**src/rtl/instr_collate_pkg.sv**
```systemverilog
//------------------------------------------------------------------------------
// Module : instr_collate_pkg
// Brief  : Shared constants for the instruction collation block.
// Rev    : 1.0 - initial release
//------------------------------------------------------------------------------
`default_nettype none

package instr_collate_pkg;

    localparam int          CFG_NUM_WF = 40;
    localparam int          CFG_WFID_W = 6;
    localparam int          SLOT_W     = 32;
    localparam logic [31:0] PC_STEP    = 32'd4;

endpackage

`default_nettype wire

```
**src/rtl/instr_collate_slot_array.sv**
```systemverilog
//------------------------------------------------------------------------------
// Module : instr_collate_slot_array
// Brief  : Per-wavefront parked first words plus their pending bits.
//          Macro COLLATE_PC_CHECK_EN adds a stored PC per slot.
// Rev    : 1.0 - initial release
//------------------------------------------------------------------------------
`default_nettype none

module instr_collate_slot_array
    import instr_collate_pkg::*;
#(
    parameter int NUM_WF = CFG_NUM_WF,
    parameter int WFID_W = CFG_WFID_W
) (
    input  logic              clk,
    input  logic              rst,
    input  logic              wr_en,
    input  logic [WFID_W-1:0] wr_addr,
    input  logic [SLOT_W-1:0] wr_data,
`ifdef COLLATE_PC_CHECK_EN
    input  logic [31:0]       wr_pc,
    output logic [31:0]       rd_pc,
`endif
    input  logic [WFID_W-1:0] rd_addr,
    output logic [SLOT_W-1:0] rd_data,
    output logic              rd_pending,
    input  logic              hit_clr,
    input  logic [WFID_W-1:0] hit_addr,
    input  logic              flush_clr,
    input  logic [WFID_W-1:0] flush_addr,
    output logic [NUM_WF-1:0] pending_mask
);

    localparam logic [NUM_WF-1:0] c_one    = NUM_WF'(1);
    localparam logic [WFID_W-1:0] c_num_wf = WFID_W'(NUM_WF);

    logic [SLOT_W-1:0] r_slot [NUM_WF];
    logic [NUM_WF-1:0] r_pending;
    logic [NUM_WF-1:0] w_set;
    logic [NUM_WF-1:0] w_hit;
    logic [NUM_WF-1:0] w_flush;
    logic              w_rd_ok;

    // Out-of-range ids shift the one-hot bit off the top and become no-ops.
    always_comb begin
        w_set   = wr_en     ? (c_one << wr_addr)    : '0;
        w_hit   = hit_clr   ? (c_one << hit_addr)   : '0;
        w_flush = flush_clr ? (c_one << flush_addr) : '0;
        w_rd_ok = (rd_addr < c_num_wf);
    end

    // Clears are applied after the set, so flush beats a same-cycle capture.
    always_ff @(posedge clk) begin
        if (rst) begin
            r_pending <= '0;
        end else begin
            r_pending <= (r_pending | w_set) & ~w_hit & ~w_flush;
        end
    end

    always_ff @(posedge clk) begin
        if (wr_en && (wr_addr < c_num_wf)) begin
            r_slot[wr_addr] <= wr_data;
        end
    end

    assign rd_data      = w_rd_ok ? r_slot[rd_addr] : '0;
    assign rd_pending   = w_rd_ok ? r_pending[rd_addr] : 1'b0;
    assign pending_mask = r_pending;

`ifdef COLLATE_PC_CHECK_EN
    logic [31:0] r_pc [NUM_WF];

    always_ff @(posedge clk) begin
        if (wr_en && (wr_addr < c_num_wf)) begin
            r_pc[wr_addr] <= wr_pc;
        end
    end

    assign rd_pc = w_rd_ok ? r_pc[rd_addr] : '0;
`endif

endmodule

`default_nettype wire

```
**src/rtl/instr_collate.sv**
```systemverilog
//------------------------------------------------------------------------------
// Module : instr_collate
// Brief  : Merges two-word instructions per wavefront ahead of decode.
//          Macro COLLATE_PC_CHECK_EN enables the second-word PC check.
// Rev    : 1.0 - initial release
//------------------------------------------------------------------------------
`default_nettype none

module instr_collate
    import instr_collate_pkg::*;
#(
    parameter int NUM_WF = CFG_NUM_WF,
    parameter int WFID_W = CFG_WFID_W
) (
    input  logic                clk,
    input  logic                rst,
    input  logic                fetch_valid,
    input  logic [WFID_W-1:0]   fetch_wfid,
    input  logic [31:0]         fetch_instr,
    input  logic [31:0]         fetch_pc,
    input  logic                flush_valid,
    input  logic [WFID_W-1:0]   flush_wfid,
    input  logic                collate_required,
    output logic [2*SLOT_W-1:0] collated_instr,
    output logic                collate_done,
    output logic [WFID_W-1:0]   collate_wfid,
    output logic                collate_valid,
    output logic                decode_valid,
    output logic [NUM_WF-1:0]   pending_mask,
    output logic                collate_pc_err
);

    logic [2*SLOT_W-1:0] r_collated_instr;
    logic                r_collate_done;
    logic [WFID_W-1:0]   r_collate_wfid;
    logic                r_collate_valid;

    logic                w_capture;
    logic                w_cap_hit;
    logic                w_flush_hit;
    logic                w_pend_eff;
    logic                w_hit;
    logic                w_rd_pending;
    logic [SLOT_W-1:0]   w_rd_data;
    logic [SLOT_W-1:0]   w_first_word;

    always_comb begin
        w_capture    = r_collate_valid & ~r_collate_done & collate_required;
        w_cap_hit    = w_capture && (r_collate_wfid == fetch_wfid);
        w_flush_hit  = flush_valid && (flush_wfid == fetch_wfid);
        // A word captured this cycle is bypassed straight into the merge.
        w_pend_eff   = (w_rd_pending | w_cap_hit) & ~w_flush_hit;
        w_hit        = fetch_valid & w_pend_eff;
        w_first_word = w_cap_hit ? r_collated_instr[SLOT_W-1:0] : w_rd_data;
    end

    always_ff @(posedge clk) begin
        if (rst) begin
            r_collated_instr <= '0;
            r_collate_done   <= 1'b0;
            r_collate_wfid   <= '0;
            r_collate_valid  <= 1'b0;
        end else begin
            r_collate_valid <= fetch_valid;
            if (w_hit) begin
                r_collated_instr <= {fetch_instr, w_first_word};
                r_collate_done   <= 1'b1;
                r_collate_wfid   <= fetch_wfid;
            end else if (fetch_valid) begin
                r_collated_instr <= {{SLOT_W{1'b0}}, fetch_instr};
                r_collate_done   <= 1'b0;
                r_collate_wfid   <= fetch_wfid;
            end else begin
                r_collate_done   <= 1'b0;
            end
        end
    end

`ifdef COLLATE_PC_CHECK_EN
    logic [31:0] r_collate_pc;
    logic [31:0] w_rd_pc;
    logic [31:0] w_first_pc;
    logic        r_pc_err;

    assign w_first_pc = w_cap_hit ? r_collate_pc : w_rd_pc;

    // r_collate_pc tracks the PC of whatever word sits in the output register.
    always_ff @(posedge clk) begin
        if (rst) begin
            r_collate_pc <= '0;
            r_pc_err     <= 1'b0;
        end else begin
            if (fetch_valid) begin
                r_collate_pc <= fetch_pc;
            end
            r_pc_err <= w_hit && (fetch_pc != (w_first_pc + PC_STEP));
        end
    end

    assign collate_pc_err = r_pc_err;
`else
    logic w_unused_pc;
    assign w_unused_pc    = ^fetch_pc;
    assign collate_pc_err = 1'b0;
`endif

    instr_collate_slot_array #(
        .NUM_WF (NUM_WF),
        .WFID_W (WFID_W)
    ) u_slot_array (
        .clk          (clk),
        .rst          (rst),
        .wr_en        (w_capture),
        .wr_addr      (r_collate_wfid),
        .wr_data      (r_collated_instr[SLOT_W-1:0]),
`ifdef COLLATE_PC_CHECK_EN
        .wr_pc        (r_collate_pc),
        .rd_pc        (w_rd_pc),
`endif
        .rd_addr      (fetch_wfid),
        .rd_data      (w_rd_data),
        .rd_pending   (w_rd_pending),
        .hit_clr      (w_hit),
        .hit_addr     (fetch_wfid),
        .flush_clr    (flush_valid),
        .flush_addr   (flush_wfid),
        .pending_mask (pending_mask)
    );

    assign collated_instr = r_collated_instr;
    assign collate_done   = r_collate_done;
    assign collate_wfid   = r_collate_wfid;
    assign collate_valid  = r_collate_valid;
    assign decode_valid   = r_collate_valid & ~collate_required;

endmodule

`default_nettype wire

```
**config.mk**
```make
export PLATFORM = sky130hd
export DESIGN_NAME = instr_collate
export DESIGN_NICKNAME = d
export VERILOG_FILES = /design/src/rtl/instr_collate_pkg.sv /design/src/rtl/instr_collate_slot_array.sv /design/src/rtl/instr_collate.sv
export SDC_FILE = /design/constraint.sdc
export NUM_CORES = 1
export LEC_CHECK = 0
export ABC_AREA = 1
export ABC_CLOCK_PERIOD_IN_PS = 5100
export CAP_MARGIN = 20
export CORE_MARGIN = 1.5
export CORE_UTILIZATION = 45
export CTS_CLUSTER_DIAMETER = 50
export CTS_CLUSTER_SIZE = 14
export DETAILED_ROUTE_END_ITERATION = 12
export PLACE_DENSITY = 0.64
export SKIP_CTS_REPAIR_TIMING = 1
export SLEW_MARGIN = 15
export SYNTH_ARGS = -nofsm -noshare
export SYNTH_HDL_FRONTEND = slang
export SYNTH_SLANG_ARGS = --single-unit
```
**constraint.sdc**
```tcl
create_clock -name clk -period 5.1 [get_ports clk]
set_clock_uncertainty 0.05 [all_clocks]
set_input_delay 1.02 -clock clk [delete_from_list [all_inputs] [get_ports clk]]
set_output_delay 1.02 -clock clk [all_outputs]
set_load 0.02 [all_outputs]
```
Word-level counts from Yosys, hierarchy flattened. Memories as Yosys holds them, arrays and structs flattened. Index checks and enable logic that the tools add are counted.

Input port bits: 81. Register bits after elaboration: 112. Output and inout port bits: 114. Memory bits (writable): 1280. Memories: 1.

Multiplexer cells: 15. Reductions and logical operators: 5. Shift-type cells: 3. Bitwise gates (word level): 14. Eq/ne operators: 3. $lt $le $gt $ge: 3.

Memory list: u_slot_array.r_slot (words 40, bits a word 32, read ports 1, clocked after Yosys merged registers in 0, wr ports 1, RTL line instr_collate_slot_array.sv:37) `logic [SLOT_W-1:0] r_slot [NUM_WF];`.

Operators by type and width (number): $mux W64 (2); $mux W40 (3); $shl A1 B6 Y40 const A (3); $and A40 B40 Y40 (2); $not A40 Y40 (2); $mux W32 (2); $or A40 B40 Y40 (1); $eq A6 B6 Y1 (2); $lt A6 B6 Y1 const B (2); $mux W6 (2); $lt A6 B7 Y1 const B (1); $bmux W1 S6 (1); $and A1 B1 Y1 (5); $mux W1 (5); $logic_and A1 B1 Y1 (3); $not A1 Y1 (3); $ne A2 B2 Y1 const B (1); $reduce_and A2 Y1 (1); $reduce_bool A2 Y1 (1); $or A1 B1 Y1 (1).

Logic depth before layout (Yosys ltp).
Depth after elaboration: 11. Mapped depth: 19.

Hierarchy. A second synthesis with hierarchy kept.

Cell total of the unflattened synthesis: 5132. Area total of the unflattened synthesis: 57172.3 um^2.

Modules (own cells, without submodules): instr_collate_slot_array (seq. area each 39237.6 um^2, instances 1, area each 53762.8 um^2, cells an instance 4603); instr_collate (seq. area each 1441.4 um^2, instances 1, area each 3409.5 um^2, cells an instance 529).

Worst setup path before layout. No wires, ideal clock.

Path kind: input to register. Start point: input port collate_required. End point: register u_slot_array.r_pending[12], in the netlist u_slot_array.pending_mask[12]. Cell stages on the path: 8. Path slack: 1.403 ns. Arrival time: 3.590 ns. Cells stage by stage: nand2_1 nor3_1 clkinv_1 clkbuf_1 nor2_1 o221a_2 o21ai_0 inv_1.

Cells in the longest elaborated chain, start to end: 9. Elaborated cells between the ends (all ways): 11. Classes of those cells: mux: 2; bitwise: 8; reduce/logical: 1.

Ends and longest elaborated chain: from (decl) (RTL line instr_collate.sv:23) `input logic collate_required,`; $and A1 B1 Y1 * (RTL line instr_collate.sv:48) `w_capture = r_collate_valid & ~r_collate_done & collate_required;`; $logic_and A1 B1 Y1 (RTL line instr_collate.sv:49) `w_cap_hit = w_capture && (r_collate_wfid == fetch_wfid);`; $or A1 B1 Y1 (RTL line instr_collate.sv:52) `w_pend_eff = (w_rd_pending | w_cap_hit) & ~w_flush_hit;`; $and A1 B1 Y1 (RTL line instr_collate.sv:52); $and A1 B1 Y1 (RTL line instr_collate.sv:53) `w_hit = fetch_valid & w_pend_eff;`; $mux W40 (RTL line instr_collate_slot_array.sv:47) `w_hit = hit_clr ? (c_one << hit_addr) : '0;`; $not A40 Y40 (RTL line instr_collate_slot_array.sv:57) `r_pending <= (r_pending | w_set) & ~w_hit & ~w_flush;`; $and A40 B40 Y40 * (2 in a row) (RTL line instr_collate_slot_array.sv:57); to (signal assigned) (RTL line instr_collate_slot_array.sv:57); to (decl) (RTL line instr_collate_slot_array.sv:38) `logic [NUM_WF-1:0] r_pending;`.

Every way passes the cells marked *; elsewhere a longest branch is shown, timed or not. A chain may end at the register's enable or synchronous reset.

Final worst setup path.
Start point: register r_collated_instr[30], in the netlist collated_instr[30]. End point: output port collated_instr[30].

RTL lines: from (decl) (RTL line instr_collate.sv:33) `logic [2*SLOT_W-1:0] r_collated_instr;`; from (signal assigned) (RTL line instr_collate.sv:66) `r_collated_instr <= {fetch_instr, w_first_word};`; from (signal assigned) (RTL line instr_collate.sv:70) `r_collated_instr <= {{SLOT_W{1'b0}}, fetch_instr};`; to (decl) (RTL line instr_collate.sv:24) `output logic [2*SLOT_W-1:0] collated_instr,`.

No word-level cell between the ends.

==> metrics.sh <==
MOSTFREQUENTLAYOUTCELLS='sky130_fd_sc_hd__nand2_1, sky130_fd_sc_hd__edfxtp_1, sky130_fd_sc_hd__nand3_1'
HOLD_PATH.CLASS='reg -> reg'
STATUS='finished with violations'
CLOCK_TREE.ROOT_CELL='sky130_fd_sc_hd__clkbuf_16'
FINAL-MAX-SLEW-VIOLATION-COUNT=0
MAX-CLOCK-PATH-BUFFERS=3
POWER_PER_CELL_AREA_mW_PER_MM2=369
SYNTHARSTFLOPSHARE_PCT=0
SYN_TO_FINAL_GROWTH_PCT=15.1
DPL.HPWL_MM=97.3
POWER.LEAKAGE_nW=23.8
GRT_PASS1_WL_MM=254
YS_WARN_COUNT=0
FINALWEIGHTEDCONGESTION=0.982
COMMONEST_NON_FILL_NON_TAP_CELL_IN_THE_LAYOUT='sky130_fd_sc_hd__nand2_1'
ACHIEVABLE-FREQUENCY_MHz=290
POSTSYNTHCELLCOUNT=5015
GRT_USAGE_PCT=27.6
FAILED_CHECKS='design-rule violations'
ROUTE.DETAILED.WL_PER_INST_UM=25.7
FIN_CRIT_SH_PCT=67.5
CRIT_PATH_CELL_TRACE='clkdlybuf4s50_1'
FINISH.INSTANCE_AREA_MM2=0.0648
TIMING_WORST_SLEW_PIN_VALUE_PS=965
VIA_COUNT=39500
DRT-TOTAL-WL_MM=177
SYNTH.DISTINCT_CELLS=40
TRITONROUTE_PASS_1_ITERS=12
DRV.MAX_CAP_VIOLATION_COUNT=0
NUMCLOCKSINKS=1392
RSZ0062_AT_GRT='no'
POSTROUTEANTENNANETS=0
DRT_DRC_VIOLATIONS_LEFT=1
DESIGN.PORTCOUNT=195
DPL-INSTANCE-AREA_MM2=0.0606
SYNTH.NET_COUNT=5096
AVGVIACOUNTPERCELL=5.71
SETUP.WORST_PATH.END_CLASS='output port'
WORST_IR_DROP_ON_VDD_uV=354
DR.FIRST_ITER.DRC_COUNT=5408
IO_BUFFERS=161
ROW_COUNT=129
MAXSLEWHEADROOM_PCT=35.6
WORST-ENDPOINT-REQUIRED_PS=4030
DIE_WIDTH_UM=357
INITIAL_UTILIZATION_PCT=45.5
ANTENNA_FOUND_INITIAL=4
FIN_CELLS=6909
CLOCK_TREE_FROM_TRITONCTS='built'
WORSTSKEWPAIRLATENCY_PS=770
LEFTOVER_OVERFLOW_AT_THE_END_OF_GLOBAL_ROUTING=0
AVGSYNTHCELLAREA_UM2=11.2
DIE_BOUNDARY_HEIGHT_UM=357
SETUP_VIOL=0
TIMING_HOLD_VIOLATIONS_FINAL=0
CRITPATHLAUNCHTYPE='register'
CORE_MM2=0.124
GRT_MAX_DEGREE=122
CRIT_PATH_MAX_FANOUT=18
WORST_SETUP_HOLD_PATH_CLK_SLEW_PS=60
NUMBER_OF_ENABLE_FLIP_FLOP_CELLS_AFTER_SYNTHESIS=1280
WORST_PATH_LARGEST_CELL_DELAY_PS=810
SYNTHESIS.AREA_MM2=0.0563
LAYOUT-DRIVE-GT1-SHARE_PCT=8.33
YS_FF_LATCH=1392
DP.CELLS=6684
FLOORPLAN.DIE_AREA_MM2=0.127
NNETSFINAL=5262
VIA_COUNT_OF_THE_FIRST_GLOBAL_ROUTING_PASS=36800
PERIOD_NEEDED_PS=3440
YOSYS_MOST_USED_DFF='sky130_fd_sc_hd__edfxtp_1'
WORST-SETUP-PATH-TYPE='reg -> out'
PATH_DELAY_FAMILY='flip-flops'
WORST-PATH-BUF-INV=1
FIN_TNS_SETUP_PS=0
TRITONCTS_BUFFER_COUNT=132
SEQ_AREA_FRAC_SYNTH_PCT=72.2
NUM_ANTENNA_CELLS=0
CLOCK_TREE.HTREE_LEVEL_COUNT=4
WORST_PATH_MAX_DELAY_CELL='sky130_fd_sc_hd__dfxtp_1'
ARRIVAL_TIME_AT_THE_WORST_ENDPOINT_PS=2370
## worst paths after layout
path | end | slack [ps] | depth (start not counted) | start
hold reg to reg | collated_instr[53] | 420 | 2 | collated_instr[53]
setup / recovery | collated_instr[30] | 1660 | 1 | collated_instr[30]
setup reg to reg | u_slot_array.r_slot[3][20] | 2160 | 7 | collate_wfid[0]
hold / removal | collated_instr[53] | 420 | 2 | collated_instr[53]
## logic make-up after synthesis
family                    share of synthesized area, %
buffers and inverters                             3.85
xor gates and xnor gates                        0.0777
other                                          0.00666
AOI/OAI and AO/OA                                 2.96
DFF                                               72.2
and+or+nand+nor                                   20.9
## through the flow
stage / hold slack [ps] / total power [mW] / util, % / setup WS [ps]
2_1_floorplan: 491 / 13.7 / - / 1400
5_1_grt: 427 / 24.6 / 52.3 / 1520
3_3_place_gp: 403 / 14.4 / 48.9 / 1000
4_1_cts: 417 / 24.0 / 52.3 / 1560
3_5_place_dp: 407 / 14.4 / 48.9 / 979
6_report: 415 / 23.9 / 52.3 / 1660
## per-layer routing
| metal | routed length (um) | vias to the layer above | global-route usage, % |
|---|---|---|---|
| met4 | 7070 | 4 | 10.7 |
| li1 | - | 17600 | - |
| met1 | 69600 | 19400 | 37.4 |
| met5 | 24 | - | 0 |
| met3 | 18400 | 378 | 5.80 |
| met2 | 82300 | 2161 | 43.9 |
## area by class of cell
type,instances,area (um^2)
clock buffer,179,3690
tap,1637,2050
inverter,229,886
multi-input combinational,3115,13800
fill,10600,59100
clock inverter,46,539
timing repair buffer,311,3160
sequential,1392,40700
## tightest hold or removal path, stage by stage, from the launching register on
cell and delay [ps]:
sky130_fd_sc_hd__dfxtp_1 310, sky130_fd_sc_hd__nand2_1 60, sky130_fd_sc_hd__a21oi_1 50
## sequential cells by signal, indices dropped and copies added, names as in the netlist
register,flops
collate_done,1
collate_wfid,6
collated_instr,64
u_slot_array.pending_mask,40
u_slot_array.r_slot,1280
collate_valid,1
## report_power, final
| part | leakage, nW | switching, mW | total (mW) | internal [mW] |
|---|---|---|---|---|
| logic | 8.94 | 1.19 | 1.58 | 0.397 |
| clock network | 2.06 | 4.29 | 9.76 | 5.48 |
| registers | 12.8 | 0.0359 | 12.6 | 12.6 |
## cells in the mapped netlist, types with 3 or more instances
| cell | count | share of area (%) |
|---|---|---|
| sky130_fd_sc_hd__clkbuf_1 | 100 | 0.67 |
| sky130_fd_sc_hd__clkinv_1 | 4 | 0.027 |
| sky130_fd_sc_hd__nand2_1 | 2011 | 13 |
| sky130_fd_sc_hd__buf_1 | 47 | 0.31 |
| sky130_fd_sc_hd__buf_6 | 7 | 0.14 |
| sky130_fd_sc_hd__a22oi_1 | 27 | 0.36 |
| sky130_fd_sc_hd__o21ai_0 | 47 | 0.42 |
| sky130_fd_sc_hd__edfxtp_1 | 1280 | 68 |
| sky130_fd_sc_hd__nand3b_1 | 19 | 0.25 |
| sky130_fd_sc_hd__inv_1 | 218 | 1.5 |
| sky130_fd_sc_hd__or2_2 | 10 | 0.11 |
| sky130_fd_sc_hd__buf_4 | 21 | 0.28 |
| sky130_fd_sc_hd__buf_2 | 104 | 0.92 |
| sky130_fd_sc_hd__nor2_2 | 4 | 0.044 |
| sky130_fd_sc_hd__nor3_1 | 16 | 0.14 |
| sky130_fd_sc_hd__a21oi_1 | 162 | 1.4 |
| sky130_fd_sc_hd__nand3_1 | 314 | 2.8 |
| sky130_fd_sc_hd__nor2_1 | 219 | 1.5 |
| sky130_fd_sc_hd__nand4_1 | 227 | 2.5 |
| sky130_fd_sc_hd__o221a_2 | 22 | 0.44 |
| sky130_fd_sc_hd__o211ai_1 | 14 | 0.19 |
| sky130_fd_sc_hd__inv_2 | 6 | 0.040 |
| sky130_fd_sc_hd__dfxtp_1 | 112 | 4.0 |
| sky130_fd_sc_hd__xor2_1 | 3 | 0.047 |
No activity file was read; power rests on OpenSTA's default activity.
